File: src/rtl/rf_write_arbiter.sv
// rf_write_arbiter
// Shares the register file's single synchronous write port between the CPU
// writeback stage and a debug/loader master. It can optionally sequence a
// clear of r1..r31. Writes that target r0 are consumed without reaching the
// regfile, so r0 stays zero.
//
// Build option: define RF_CLEAR_EN to include the CLEAR state, the clear
// pointer and the clr_* logic. Without it, clr_start is ignored and
// clr_busy/clr_done are tied low.
//
// Parameters:
//   STARVE_LIMIT  conflicts the debug buffer may lose in a row before it
//                 wins one (legal 1..255)
// Ports:
//   clk, rst                      clock (rising edge), async active-high reset
//   cpu_wen/cpu_waddr/cpu_wdata   CPU writeback request, held while stalled
//   cpu_stall                     CPU write not performed this cycle
//   dbg_valid/dbg_ready           debug beat handshake into the holding buffer
//   dbg_waddr/dbg_wdata           debug beat payload
//   clr_start/clr_busy/clr_done   clear sequence control and status
//   rf_wen/rf_waddr/rf_wdata      regfile write port
module rf_write_arbiter #(
  parameter int STARVE_LIMIT = 4
) (
  input  logic        clk,
  input  logic        rst,
  input  logic        cpu_wen,
  input  logic [4:0]  cpu_waddr,
  input  logic [31:0] cpu_wdata,
  output logic        cpu_stall,
  input  logic        dbg_valid,
  output logic        dbg_ready,
  input  logic [4:0]  dbg_waddr,
  input  logic [31:0] dbg_wdata,
  input  logic        clr_start,
  output logic        clr_busy,
  output logic        clr_done,
  output logic        rf_wen,
  output logic [4:0]  rf_waddr,
  output logic [31:0] rf_wdata
);

  localparam logic [7:0] LIMIT = 8'(STARVE_LIMIT);

  // Debug holding buffer: a single {addr, data} entry.
  logic        buf_full;
  logic [4:0]  buf_addr;
  logic [31:0] buf_data;
  logic [7:0]  starve_cnt;

  logic        in_clear;
  logic [4:0]  clr_ptr;
  logic        clr_done_q;

  logic        grant_cpu;
  logic        grant_buf;
  logic        sel_valid;
  logic [4:0]  sel_addr;
  logic [31:0] sel_data;

`ifdef RF_CLEAR_EN
  localparam logic [0:0] ST_IDLE  = 1'b0;
  localparam logic [0:0] ST_CLEAR = 1'b1;

  logic [0:0] state;

  always_ff @(posedge clk or posedge rst) begin
    if (rst) begin
      state      <= ST_IDLE;
      clr_ptr    <= 5'd1;
      clr_done_q <= 1'b0;
    end else begin
      clr_done_q <= 1'b0;
      case (state)
        ST_IDLE: begin
          if (clr_start) state <= ST_CLEAR;
        end
        ST_CLEAR: begin
          if (clr_ptr == 5'd31) begin
            state      <= ST_IDLE;
            clr_ptr    <= 5'd1;
            clr_done_q <= 1'b1;
          end else begin
            clr_ptr <= clr_ptr + 5'd1;
          end
        end
        default: state <= ST_IDLE;
      endcase
    end
  end

  assign in_clear = (state == ST_CLEAR);
`else
  logic clr_start_unused;

  assign clr_start_unused = clr_start;
  assign in_clear         = 1'b0;
  assign clr_ptr          = 5'd1;
  assign clr_done_q       = 1'b0;
`endif

  // Arbitration. The CPU normally wins. The buffer wins when it is alone, or
  // when it has already lost STARVE_LIMIT conflicts in a row. Nothing is
  // granted while a clear is running.
  always_comb begin
    grant_buf = 1'b0;
    grant_cpu = 1'b0;
    if (!in_clear) begin
      grant_buf = buf_full && (!cpu_wen || (starve_cnt == LIMIT));
      grant_cpu = cpu_wen && !grant_buf;
    end
  end

  always_comb begin
    sel_valid = 1'b0;
    sel_addr  = 5'd0;
    sel_data  = 32'd0;
    if (in_clear) begin
      sel_valid = 1'b1;
      sel_addr  = clr_ptr;
    end else if (grant_cpu) begin
      sel_valid = 1'b1;
      sel_addr  = cpu_waddr;
      sel_data  = cpu_wdata;
    end else if (grant_buf) begin
      sel_valid = 1'b1;
      sel_addr  = buf_addr;
      sel_data  = buf_data;
    end
  end

  // A granted write to r0 still consumes its request; it just never
  // reaches the regfile.
  assign rf_wen    = sel_valid && (sel_addr != 5'd0);
  assign rf_waddr  = rf_wen ? sel_addr : 5'd0;
  assign rf_wdata  = rf_wen ? sel_data : 32'd0;
  assign cpu_stall = cpu_wen && !grant_cpu;
  assign clr_busy  = in_clear;
  assign clr_done  = clr_done_q;

  // Handshake: a debug beat transfers on a rising edge where
  // dbg_valid && dbg_ready. dbg_ready depends only on state (buffer empty),
  // never on dbg_valid. A buffer drained at an edge refills no earlier than
  // the following cycle.
  assign dbg_ready = !buf_full;

  always_ff @(posedge clk or posedge rst) begin
    if (rst) begin
      buf_full   <= 1'b0;
      buf_addr   <= 5'd0;
      buf_data   <= 32'd0;
      starve_cnt <= 8'd0;
    end else begin
      if (dbg_valid && !buf_full) begin
        buf_full <= 1'b1;
        buf_addr <= dbg_waddr;
        buf_data <= dbg_wdata;
      end else if (grant_buf) begin
        buf_full <= 1'b0;
      end

      if (grant_buf) begin
        starve_cnt <= 8'd0;
      end else if (!in_clear && cpu_wen && buf_full && (starve_cnt != LIMIT)) begin
        starve_cnt <= starve_cnt + 8'd1;
      end
    end
  end

endmodule

File: config.mk
export PLATFORM = sky130hd
export DESIGN_NAME = rf_write_arbiter
export DESIGN_NICKNAME = d
export VERILOG_FILES = /design/src/rtl/rf_write_arbiter.sv
export SDC_FILE = /design/constraint.sdc
export NUM_CORES = 1
export LEC_CHECK = 0
export ABC_AREA = 0
export BUFFER_PORTS_ARGS = -buffer_cell sky130_fd_sc_hd__buf_2
export CAP_MARGIN = 20
export CELL_PAD_IN_SITES_DETAIL_PLACEMENT = 1
export CELL_PAD_IN_SITES_GLOBAL_PLACEMENT = 2
export CORE_UTILIZATION = 29
export CTS_CLUSTER_SIZE = 24
export DETAILED_ROUTE_END_ITERATION = 10
export PLACE_DENSITY_LB_ADDON = 0.1
export REMOVE_ABC_BUFFERS = 1
export SLEW_MARGIN = 10
export SYNTH_ARGS = -nofsm -noshare
export SYNTH_HDL_FRONTEND = slang
export SYNTH_SLANG_ARGS = --single-unit
File: constraint.sdc
create_clock -name clk -period 3.8 [get_ports clk]
set_clock_uncertainty 0.2 [all_clocks]
set_input_delay 0.38 -clock clk [delete_from_list [all_inputs] [get_ports clk]]
set_output_delay 0.38 -clock clk [all_outputs]
set_load 0.02 [all_outputs]
==> results of run 1 <==
-- sequential cells by signal (all words and copies together) (netlist names) --
register and count:
buf_data 32, starve_cnt 8, buf_addr 5, buf_full 1
-- cells by family (layout without fill, tap and decap cells) --
logic type	count (synthesis)	in the layout
adders and majority gates	2	2
buffers and inverters	26	139
xor gates and xnor gates	3	3
muxes	38	38
DFF	46	46
other	1	2
and+or+nand+nor	56	56
AOI/OAI and AO/OA	50	50
-- final cells by class --
type,instances,area [µm²],share of cell area
multi-input combinational,151,1150,0.358
sequential,46,1150,0.356
timing repair buffer,123,671,0.208
tap,105,131,0.0407
clock buffer,7,86.3,0.0267
inverter,8,30.0,0.00930
clock inverter,1,5.00,0.00155
-- power groups by stage --
| stage | Clock (W) | Combinational (W) | Sequential [W] |
|---|---|---|---|
| 2_1_floorplan | 0 | 0.000553 | 0.000736 |
| 3_3_place_gp | 0 | 0.000808 | 0.000758 |
| 3_5_place_dp | 0 | 0.000819 | 0.000765 |
| 4_1_cts | 0.000323 | 0.000821 | 0.000755 |
| 5_1_grt | 0.000339 | 0.000889 | 0.000780 |
| 6_report | 0.000304 | 0.000808 | 0.000752 |
-- worst min path at each step --
stage	to	startpoint	slack (ns)	depth (start not counted)
global route	buf_data[22]$_DFFE_PP0P_	dbg_wdata[22]	0.09	2
floorplan	buf_data[0]$_DFFE_PP0P_	buf_data[0]$_DFFE_PP0P_	0.28	1
detailed placement	buf_data[21]$_DFFE_PP0P_	buf_data[21]$_DFFE_PP0P_	0.30	1
global placement	buf_data[8]$_DFFE_PP0P_	buf_data[8]$_DFFE_PP0P_	0.29	1
finish	buf_data[15]$_DFFE_PP0P_	dbg_wdata[15]	0.11	2
CTS	buf_data[1]$_DFFE_PP0P_	dbg_wdata[1]	0.10	2
-- cells in the final DEF (no fill, tap or decap), types with 2 or more instances in the layout --
cell	count
buf_2	117
dfrtp_1	46
nor2_1	38
mux2_2	37
a22oi_1	32
inv_1	6
nand2_1	6
clkbuf_8	6
a22o_1	5
nand4_1	3
a21oi_1	3
nor3_1	3
buf_12	3
a31oi_1	2
xor2_1	2
o21ai_0	2
or3_1	2
inv_2	2
ha_1	2
conb_1	2
buf_4	2
-- through the flow --
stage | setup slack, ns | hold WS (ns) | total power, W
5_1_grt | 0.383 | 0.0949 | 0.00201
2_1_floorplan | 0.870 | 0.281 | 0.00129
3_3_place_gp | 0.846 | 0.291 | 0.00157
3_5_place_dp | 0.828 | 0.296 | 0.00158
4_1_cts | 0.495 | 0.101 | 0.00190
6_report | 0.581 | 0.112 | 0.00186
-- worst register-to-register path, stage by stage (launching register included) --
cell and delay (ns):
dfrtp_1 0.38, buf_4 0.19, nor2b_4 0.60, buf_4 0.38, mux2_2 0.36
-- routing by layer --
metal	vias to the layer above	part of all wire	global-route usage
met1	1043	0.47	0.209
met5	-	0	0
met2	65	0.48	0.259
met4	0	0.0060	0.0346
met3	5	0.050	0.0316
li1	1019	-	-
==> results.sh, run 1 <==
export IMPL_status="finished, final reports clean"
export IMPL_clkLatencyLatePin_ns=0.29
export IMPL_start_kind="flop"
export IMPL_rr_worst_depth=4
export IMPL_required_ns=3.22
export IMPL_hold_violations=0
export IMPL_ir_drop_v=0.000192
export IMPL_postCtsSetupBuffers=0
export IMPL_synth_common_cells="dfrtp_1 (46), nor2_1 (38), mux2_2 (37)"
export IMPL_r2r_slack_ns=1.58
export IMPL_cts_hold_buf=0
export IMPL_via_count=2132
export IMPL_drive_gt1_frac=0.518
export IMPL_crit_family="compound AO/OA/AOI/OAI gates"
export IMPL_finalSetupViolCount=0
export IMPL_core_um2=8180
export IMPL_synth_seq_cells=46
export IMPL_finalNonFillerCells=441
export IMPL_routed_wl_mm=6.72
export IMPL_clk_pin_slew_ns=0.09
export IMPL_grt_start_max_net_pins=47
export IMPL_hpwlAfterDp_mm=4.68
export IMPL_synth_cell_types=32
export IMPL_grtUsageTotal=0.156
export IMPL_rsz0062_at_grt="false"
export IMPL_cp_slowest_cell="a22oi_4"
export IMPL_grt_pass1_wl_mm=10.6
export IMPL_utilization=0.395
export IMPL_critPathMaxFanout=43
export IMPL_fin_crit_sh=0.847
export IMPL_internal_power_w=0.00116
export IMPL_synthTopCellsByArea="dfrtp_1 (47%), mux2_2 (17%), a22oi_1 (9.8%)"
export IMPL_crit_chain="inv_1 -> ha_1 -> and4b_4 -> a22o_4 -> a22oi_4 -> buf_12 -> nor2_1 -> buf_2"
export IMPL_antenna_found_initial=0
export IMPL_synthSimpleGateAreaFrac=0.106
export IMPL_maxCapViolations=0
export IMPL_synth_compound_area_frac=0.162
export IMPL_synthAdderAreaFrac=0.0102
export IMPL_globalRouteOverflowTotal=0
export IMPL_cp_num_cells=8
export IMPL_drc=0
export IMPL_critPathCapture="rf_wdata[30]"
export IMPL_drtPass1Iterations=4
export IMPL_endpoint_kind="output pin"
export IMPL_critPathBufInv=3
export IMPL_numCtsBuffers=5
export IMPL_slowest_delay_ns=0.54
export IMPL_r2r_start="buf_full$_DFFE_PP0P_"
export IMPL_slew_viol_final=0
export IMPL_synth_mux_area_fraction=0.175
export IMPL_clock_power_share=0.163
export IMPL_yosys_area_top_type="dfrtp_1"
export IMPL_switchingPower_w=0.000701
export IMPL_synth_warnings=0
export IMPL_tightest_slew_ns=0.741
export IMPL_crit_type="reg -> out"
export IMPL_fmax_mhz=311
export IMPL_synth_flop_cell="dfrtp_1"
export IMPL_die_h_um=93.8
export IMPL_fin_crit_ns=3.22
export IMPL_io_pins=121
export IMPL_r2r_end="buf_data[5]$_DFFE_PP0P_"
export IMPL_diodes=0
export IMPL_crit_path_start="starve_cnt[0]$_DFFE_PP0P_"
export IMPL_avgSynthCellArea_um2=11.0
export IMPL_cts_tree="done"
export IMPL_clock_path_buffers=2
export IMPL_pwr_density_cell_nw_per_um2=577
export IMPL_cts_root_buf="clkbuf_8"
export IMPL_synth_most_common_cell="dfrtp_1"
export IMPL_power_leakage_nw=1.59
export IMPL_wl_per_cell_um=15.2
export IMPL_p_seq_frac=0.403
export IMPL_fillers=981
export IMPL_async_flop_share=1.00
export IMPL_hold_class="in -> reg"
export IMPL_initial_core_util=0.299
export IMPL_tns_ns=0
export IMPL_synth_xor_area_share=0.0107
export IMPL_ys_seq_area_frac=0.471
export IMPL_synth_edff_count=0
export IMPL_placed_cells=431
export IMPL_gp_routability_congestion=0.701
export IMPL_netlist_instances=222
export IMPL_cts_resized_gates=0
export IMPL_grt_pass1_vias=2091
export IMPL_netSwitchingFraction=0.376
export IMPL_syn2layout_area_growth_pct=32.1
export IMPL_die_x_um=93.8
export IMPL_row_count=33
export IMPL_arrival_ns=2.64
export IMPL_finalNetCount=416
export IMPL_drt_iter0_markers=78
export IMPL_placed_area_um2=3110
export IMPL_via_per_inst=4.83
export IMPL_design_area_um2=3230
export IMPL_ant_nets=0
export IMPL_p_comb_frac=0.433
export IMPL_dieArea_um2=8800
export IMPL_clock_sinks=46
export IMPL_portBuffers=117
export IMPL_synth_top_cell_area_share=0.471
export IMPL_synth_area_um2=2440
export IMPL_synth_top_family_by_area="multiplexers"
export IMPL_relSlewSlack=0.505
export IMPL_cts_max_level=2
No activity file was read; power rests on OpenSTA's default activity.
==> run 2: changes to the inputs <==
--- a/config.mk
+++ b/config.mk
@@ -10,7 +10,7 @@
 export CAP_MARGIN = 20
 export CELL_PAD_IN_SITES_DETAIL_PLACEMENT = 1
 export CELL_PAD_IN_SITES_GLOBAL_PLACEMENT = 2
-export CORE_UTILIZATION = 29
+export CORE_UTILIZATION = 24
 export CTS_CLUSTER_SIZE = 24
 export DETAILED_ROUTE_END_ITERATION = 10
 export PLACE_DENSITY_LB_ADDON = 0.1
==> constraint.sdc (replaced) <==
create_clock -name clk -period 2.95 [get_ports clk]
set_clock_uncertainty 0.2 [all_clocks]
set_input_delay 0.295 -clock clk [delete_from_list [all_inputs] [get_ports clk]]
set_output_delay 0.295 -clock clk [all_outputs]
set_load 0.02 [all_outputs]
==> run 2 against run 1 <==
  * Sequential cell count stayed put
  * Clock power up 34%
  * Clock-buffer cell count stayed put
  * Die area up 20%
  * Largest power group unchanged
  * Critical endpoint is now rf_wdata[6]
  * Utilization decreased by 6.1 points
  * Sequential power up 28%
  * Worst setup slack lost 0.40 ns
  * First-iteration DRC count grew 12%
  * Non-clock buffer count grew 4
  * Sequential share of layout area down 0.58 points
==> results.sh, run 2 (synthesized netlist as in run 1, its figures left out) <==
export IMPL_ff_latch_area_um2=1150
export IMPL_grt_pass1_vias=2284
export IMPL_r2r_start="starve_cnt[0]$_DFFE_PP0P_"
export IMPL_hp_start="dbg_wdata[24]"
export IMPL_reg_largest_list="buf_data (32), starve_cnt (8), buf_addr (5)"
export IMPL_fmax_mhz=361
export IMPL_regMostFlops="buf_data"
export IMPL_core_um2=9820
export IMPL_slew_viol_final=0
export IMPL_dieArea_um2=10600
export IMPL_maxCapViolations=0
export IMPL_status="finished, final reports clean"
export IMPL_die_x_um=103
export IMPL_tightest_slew_ns=0.580
export IMPL_start_kind="flop"
export IMPL_cts_tree="done"
export IMPL_wl_per_cell_um=15.7
export IMPL_hpwlAfterDp_mm=5.19
export IMPL_grtUsageTotal=0.140
export IMPL_finalSetupViolCount=0
export IMPL_crit_path_start="starve_cnt[0]$_DFFE_PP0P_"
export IMPL_ir_drop_v=0.000225
export IMPL_final_common_cell="buf_2"
export IMPL_diodes=0
export IMPL_power_leakage_nw=1.61
export IMPL_cts_root_buf="clkbuf_8"
export IMPL_clock_path_buffers=2
export IMPL_clock_sinks=46
export IMPL_hold_violations=0
export IMPL_ant_nets=0
export IMPL_globalRouteOverflowTotal=0
export IMPL_multi_input_area_um2=1160
export IMPL_antenna_found_initial=0
export IMPL_hold_slack_ns=0.0258
export IMPL_arrival_ns=2.28
export IMPL_portBuffers=117
export IMPL_via_count=2186
export IMPL_endpoint_kind="output pin"
export IMPL_drt_iter0_markers=87
export IMPL_cts_max_level=2
export IMPL_fillers=1149
export IMPL_rsz0062_at_grt="false"
export IMPL_fin_crit_sh=0.940
export IMPL_hold_class="in -> reg"
export IMPL_syn2layout_area_growth_pct=34.3
export IMPL_clkLatencyLatePin_ns=0.29
export IMPL_grt_start_max_net_pins=29
export IMPL_largest_reg_flops=32
export IMPL_postCtsSetupBuffers=0
export IMPL_drive_gt1_frac=0.525
export IMPL_pwr_density_cell_nw_per_um2=744
export IMPL_numCtsBuffers=5
export IMPL_drtPass1Iterations=4
export IMPL_row_count=36
export IMPL_via_per_inst=4.61
export IMPL_cp_slowest_cell="dfrtp_1"
export IMPL_crit_chain="inv_1 -> ha_1 -> and4b_4 -> a22o_4 -> a22oi_4 -> buf_6 -> nor2_1 -> buf_2"
export IMPL_critPathMaxFanout=26
export IMPL_relSlewSlack=0.613
export IMPL_fin_crit_ns=2.77
export IMPL_grt_pass1_wl_mm=11.3
export IMPL_clk_pin_slew_ns=0.09
export IMPL_crit_type="reg -> out"
export IMPL_drc=0
export IMPL_tns_ns=0
export IMPL_initial_core_util=0.249
export IMPL_slowest_delay_ns=0.39
export IMPL_layout_common_cells="buf_2 (117), dfrtp_1 (46), nor2_1 (38), mux2_2 (37), a22oi_1 (32)"
export IMPL_die_h_um=103
export IMPL_io_pins=121
export IMPL_required_ns=2.46
export IMPL_routed_wl_mm=7.46
export IMPL_finalNetCount=421
export IMPL_gp_routability_congestion=0.674
## run 2: changes by cell type in the layout (fill, tap and decap cells not counted), sizes merged
cell / change
buf: +4
a22o: +1
## run 2: final cells by class
class	instances	area share
clock buffer	7	0.0263
multi-input combinational	152	0.355
sequential	46	0.351
timing repair buffer	127	0.207
tap	133	0.0507
clock inverter	1	0.00152
inverter	8	0.00915
## run 2: critical path: cells and delay by family, from the launching register on
family / cells / cell delay [ns]
AO/OA/AOI/OAI: 2 / 0.52
flip-flops: 1 / 0.39
buffers and inverters: 3 / 0.51
adder cells (fa/ha/maj): 1 / 0.23
AND/OR/NAND/NOR: 2 / 0.31
## run 2: final timing paths
kind	cells after the start	endpoint	slack [ns]
setup / recovery	8	rf_wdata[6]	0.18
hold / removal	2	buf_data[24]$_DFFE_PP0P_	0.03
setup reg to reg	6	starve_cnt[6]$_DFFE_PP0P_	0.99
hold reg to reg	1	buf_data[13]$_DFFE_PP0P_	0.32
max in group asynchronous	4	starve_cnt[6]$_DFFE_PP0P_	1.41
min in group asynchronous	3	buf_data[20]$_DFFE_PP0P_	0.41
## run 2: what timing repair did
item | CTS | global route
gates resized for setup | 0 | 1
setup endpoints to repair | 0 | 25
hold endpoints to repair | 23 | 0
hold buffers | 1 | 0
## run 2: where the power goes
group / internal (W) / switching, W / leakage, nW
Clock: 0.000190 / 0.000219 / 0.0482
Combinational: 0.000480 / 0.000590 / 1.00
Sequential: 0.000839 / 0.000125 / 0.552
## run 2: metrics by stage
stage	utilization	instances	total power (W)	setup WS (ns)	instance area, µm²
6_report	0.334	474	0.00244	0.177	3280
5_1_grt	0.334	474	0.00263	0.00662	3280
4_1_cts	0.333	473	0.00248	0.0141	3270
3_5_place_dp	0.323	464	0.00205	0.363	3170
3_3_place_gp	0.323	464	0.00203	0.375	3170
2_1_floorplan	-	205	0.00166	0.0200	2320
## run 2: metal layers
metal | track usage | share of wire | vias to the layer above
met5 | 0 | 0 | -
met4 | 0.0347 | 0.0056 | 0
met3 | 0.0380 | 0.078 | 5
met2 | 0.239 | 0.48 | 92
met1 | 0.175 | 0.44 | 1058
li1 | - | - | 1031
==> run 3: changes to the inputs <==
==> constraint.sdc (replaced) <==
create_clock -name clk -period 2.5 [get_ports clk]
set_clock_uncertainty 0.2 [all_clocks]
set_input_delay 0.25 -clock clk [delete_from_list [all_inputs] [get_ports clk]]
set_output_delay 0.25 -clock clk [all_outputs]
set_load 0.02 [all_outputs]
==> run 3 against run 2 <==
  * Sequential cell count stayed put
  * Final area increased by 36%
  * Sequential power is 20% higher
  * Clock-buffer cell count decreased by 1
  * The flow now finishes with violations (negative setup slack)
  * Critical endpoint is now rf_wdata[24]
==> results.sh, run 3 (synthesized netlist as in run 1, its figures left out) <==
export IMPL_p_comb_frac=0.551
export IMPL_arrival_ns=2.10
export IMPL_power_total_w=0.00369
export IMPL_use_met3=0.0305
export IMPL_r2r_slack_ns=0.75
export IMPL_routed_wl_mm=9.69
export IMPL_clk_pin_slew_ns=0.09
export IMPL_via_per_inst=4.59
export IMPL_pwr_density_cell_nw_per_um2=827
export IMPL_busiest_layer="met2"
export IMPL_setup_slack_ns=-0.0466
export IMPL_relSlewSlack=0.649
export IMPL_grt_start_max_net_pins=43
export IMPL_critPathCapture="rf_wdata[24]"
export IMPL_use_met2=0.281
export IMPL_regMostFlops="buf_data"
export IMPL_p_seq_frac=0.315
export IMPL_globalRouteOverflowTotal=0
export IMPL_crit_family="buffers and inverters"
export IMPL_finalSetupViolCount=15
export IMPL_status="finished, violations left"
export IMPL_critPathMaxFanout=9
export IMPL_fmax_mhz=393
export IMPL_tns_ns=-0.158
export IMPL_drtPass1Iterations=4
export IMPL_slew_viol_final=0
export IMPL_finalNetCount=486
export IMPL_fin_crit_sh=1.02
export IMPL_rsz0062_at_grt="true"
export IMPL_io_pins=121
export IMPL_syn2layout_area_growth_pct=82.3
export IMPL_clock_path_buffers=2
export IMPL_drt_iter0_markers=28
export IMPL_internal_power_w=0.00230
export IMPL_cts_root_buf="clkbuf_8"
export IMPL_endpoint_kind="output pin"
export IMPL_portBuffers=117
export IMPL_violations="negative setup slack"
export IMPL_tightest_slew_ns=0.526
export IMPL_gp_routability_congestion=0.668
export IMPL_wl_per_cell_um=17.9
export IMPL_grtUsageTotal=0.156
export IMPL_critPathMostFrequentCell="buf_4"
export IMPL_cts_tree="done"
export IMPL_hold_violations=0
export IMPL_place_ws_ns=0.237
export IMPL_hold_class="in -> reg"
export IMPL_drive_gt1_frac=0.628
export IMPL_cp_num_cells=8
export IMPL_fin_crit_ns=2.55
export IMPL_core_um2=9820
export IMPL_hold_slack_ns=0.0869
export IMPL_layout_common_cells="buf_2 (85), dfrtp_1 (45), dlygate4sd3_1 (38), mux2_2 (37), buf_4 (35)"
export IMPL_reg_largest_list="buf_data (32), starve_cnt (8), buf_addr (5)"
export IMPL_gr_usage_met1=0.192
export IMPL_switchingPower_w=0.00139
export IMPL_row_count=36
export IMPL_dieArea_um2=10600
export IMPL_r2r_end="starve_cnt[0]$_DFFE_PP0P_"
export IMPL_crit_type="reg -> out"
export IMPL_slowest_delay_ns=0.45
export IMPL_initial_core_util=0.249
export IMPL_clock_sinks=46
export IMPL_die_h_um=103
export IMPL_critPathBufInv=4
export IMPL_hpwlAfterDp_mm=5.16
export IMPL_drc=0
export IMPL_clock_power_share=0.134
export IMPL_fillers=1138
export IMPL_ant_nets=0
export IMPL_ir_drop_v=0.000270
export IMPL_cp_slowest_cell="dfrtp_2"
export IMPL_antenna_found_initial=1
export IMPL_r2r_start="starve_cnt[3]$_DFFE_PP0P_"
export IMPL_final_common_cell="buf_2"
export IMPL_required_ns=2.05
export IMPL_clkLatencyLatePin_ns=0.30
export IMPL_crit_chain="nor4_4 -> buf_4 -> a21oi_4 -> buf_12 -> clkbuf_16 -> a22oi_1 -> nor2_1 -> buf_4"
export IMPL_maxCapViolations=0
export IMPL_crit_path_start="starve_cnt[3]$_DFFE_PP0P_"
export IMPL_cts_max_level=2
export IMPL_netSwitchingFraction=0.377
export IMPL_largest_reg_flops=32
export IMPL_grt_pass1_wl_mm=12.4
export IMPL_power_leakage_nw=2.02
export IMPL_start_kind="flop"
export IMPL_rr_worst_depth=5
export IMPL_numCtsBuffers=5
export IMPL_via_count=2479
export IMPL_die_x_um=103
export IMPL_grt_pass1_vias=2418
==> run 3: cell types whose count changed in the layout (fill, tap and decap cells not counted), sizes merged <==
cell,delta
a22o,-1
buf,+24
clkbuf,+4
clkinvlp,+1
diode,+1
dlygate4sd3,+37
==> run 3: how the worst min path moves through the flow <==
stage                                endpoint  slack (ns)          from  cells past startpoint
global route        starve_cnt[2]$_DFFE_PP0P_        0.12       cpu_wen                      3
detailed placement   buf_data[20]$_DFFE_PP0P_        0.12           rst                      2
finish              starve_cnt[2]$_DFFE_PP0P_        0.09       cpu_wen                      3
floorplan             buf_addr[0]$_DFFE_PP0P_        0.20  dbg_waddr[0]                      1
global placement     buf_data[20]$_DFFE_PP0P_        0.12           rst                      2
CTS                 starve_cnt[2]$_DFFE_PP0P_        0.08       cpu_wen                      3
==> run 3: layout make-up <==
| cell class | count | area, µm² | area share |
|---|---|---|---|
| antenna | 1 | 2.50 | 0.000561 |
| tap | 133 | 166 | 0.0373 |
| inverter | 8 | 30.0 | 0.00674 |
| clock buffer | 6 | 82.6 | 0.0185 |
| multi-input combinational | 151 | 1360 | 0.306 |
| clock inverter | 2 | 12.5 | 0.00281 |
| timing repair buffer | 193 | 1650 | 0.370 |
| sequential | 46 | 1150 | 0.259 |
==> run 3: power by group through the flow <==
stage	sequential (W)	clock (W)	combinational, W
global route	0.00120	0.000539	0.00217
finish	0.00116	0.000495	0.00203
detailed placement	0.00116	0	0.00130
floorplan	0.00112	0	0.000841
global placement	0.00115	0	0.00128
CTS	0.00114	0.000522	0.00169
==> run 3: routing by layer <==
layer	share of wire	up-vias
met1	0.44	1221
met2	0.50	85
met5	0	-
met3	0.048	7
met4	0.012	0
li1	-	1166
==> run 3: through the flow <==
step	instance area, µm²	util	cells
detailed placement	3210	0.327	465
global route	4460	0.454	540
floorplan	2320	-	205
CTS	4020	0.409	524
global placement	3210	0.327	465
finish	4460	0.454	540
==> run 3: worst reg2reg max path: cells and delay by family, from the launching register on <==
family / cells / cell delay (ns)
AO/OA/AOI/OAI: 1 / 0.23
buffers and inverters: 2 / 0.31
flip-flops: 1 / 0.45
multiplexers: 1 / 0.08
AND/OR/NAND/NOR: 1 / 0.37
==> run 3: what timing repair did <==
item	in CTS	in global routing
hold endpoints to repair	57	0
setup endpoints to repair	38	37
setup buffers	11	5
hold buffers	38	0
cloned	3	10
gates resized for setup	61	48
pin swaps	8	16
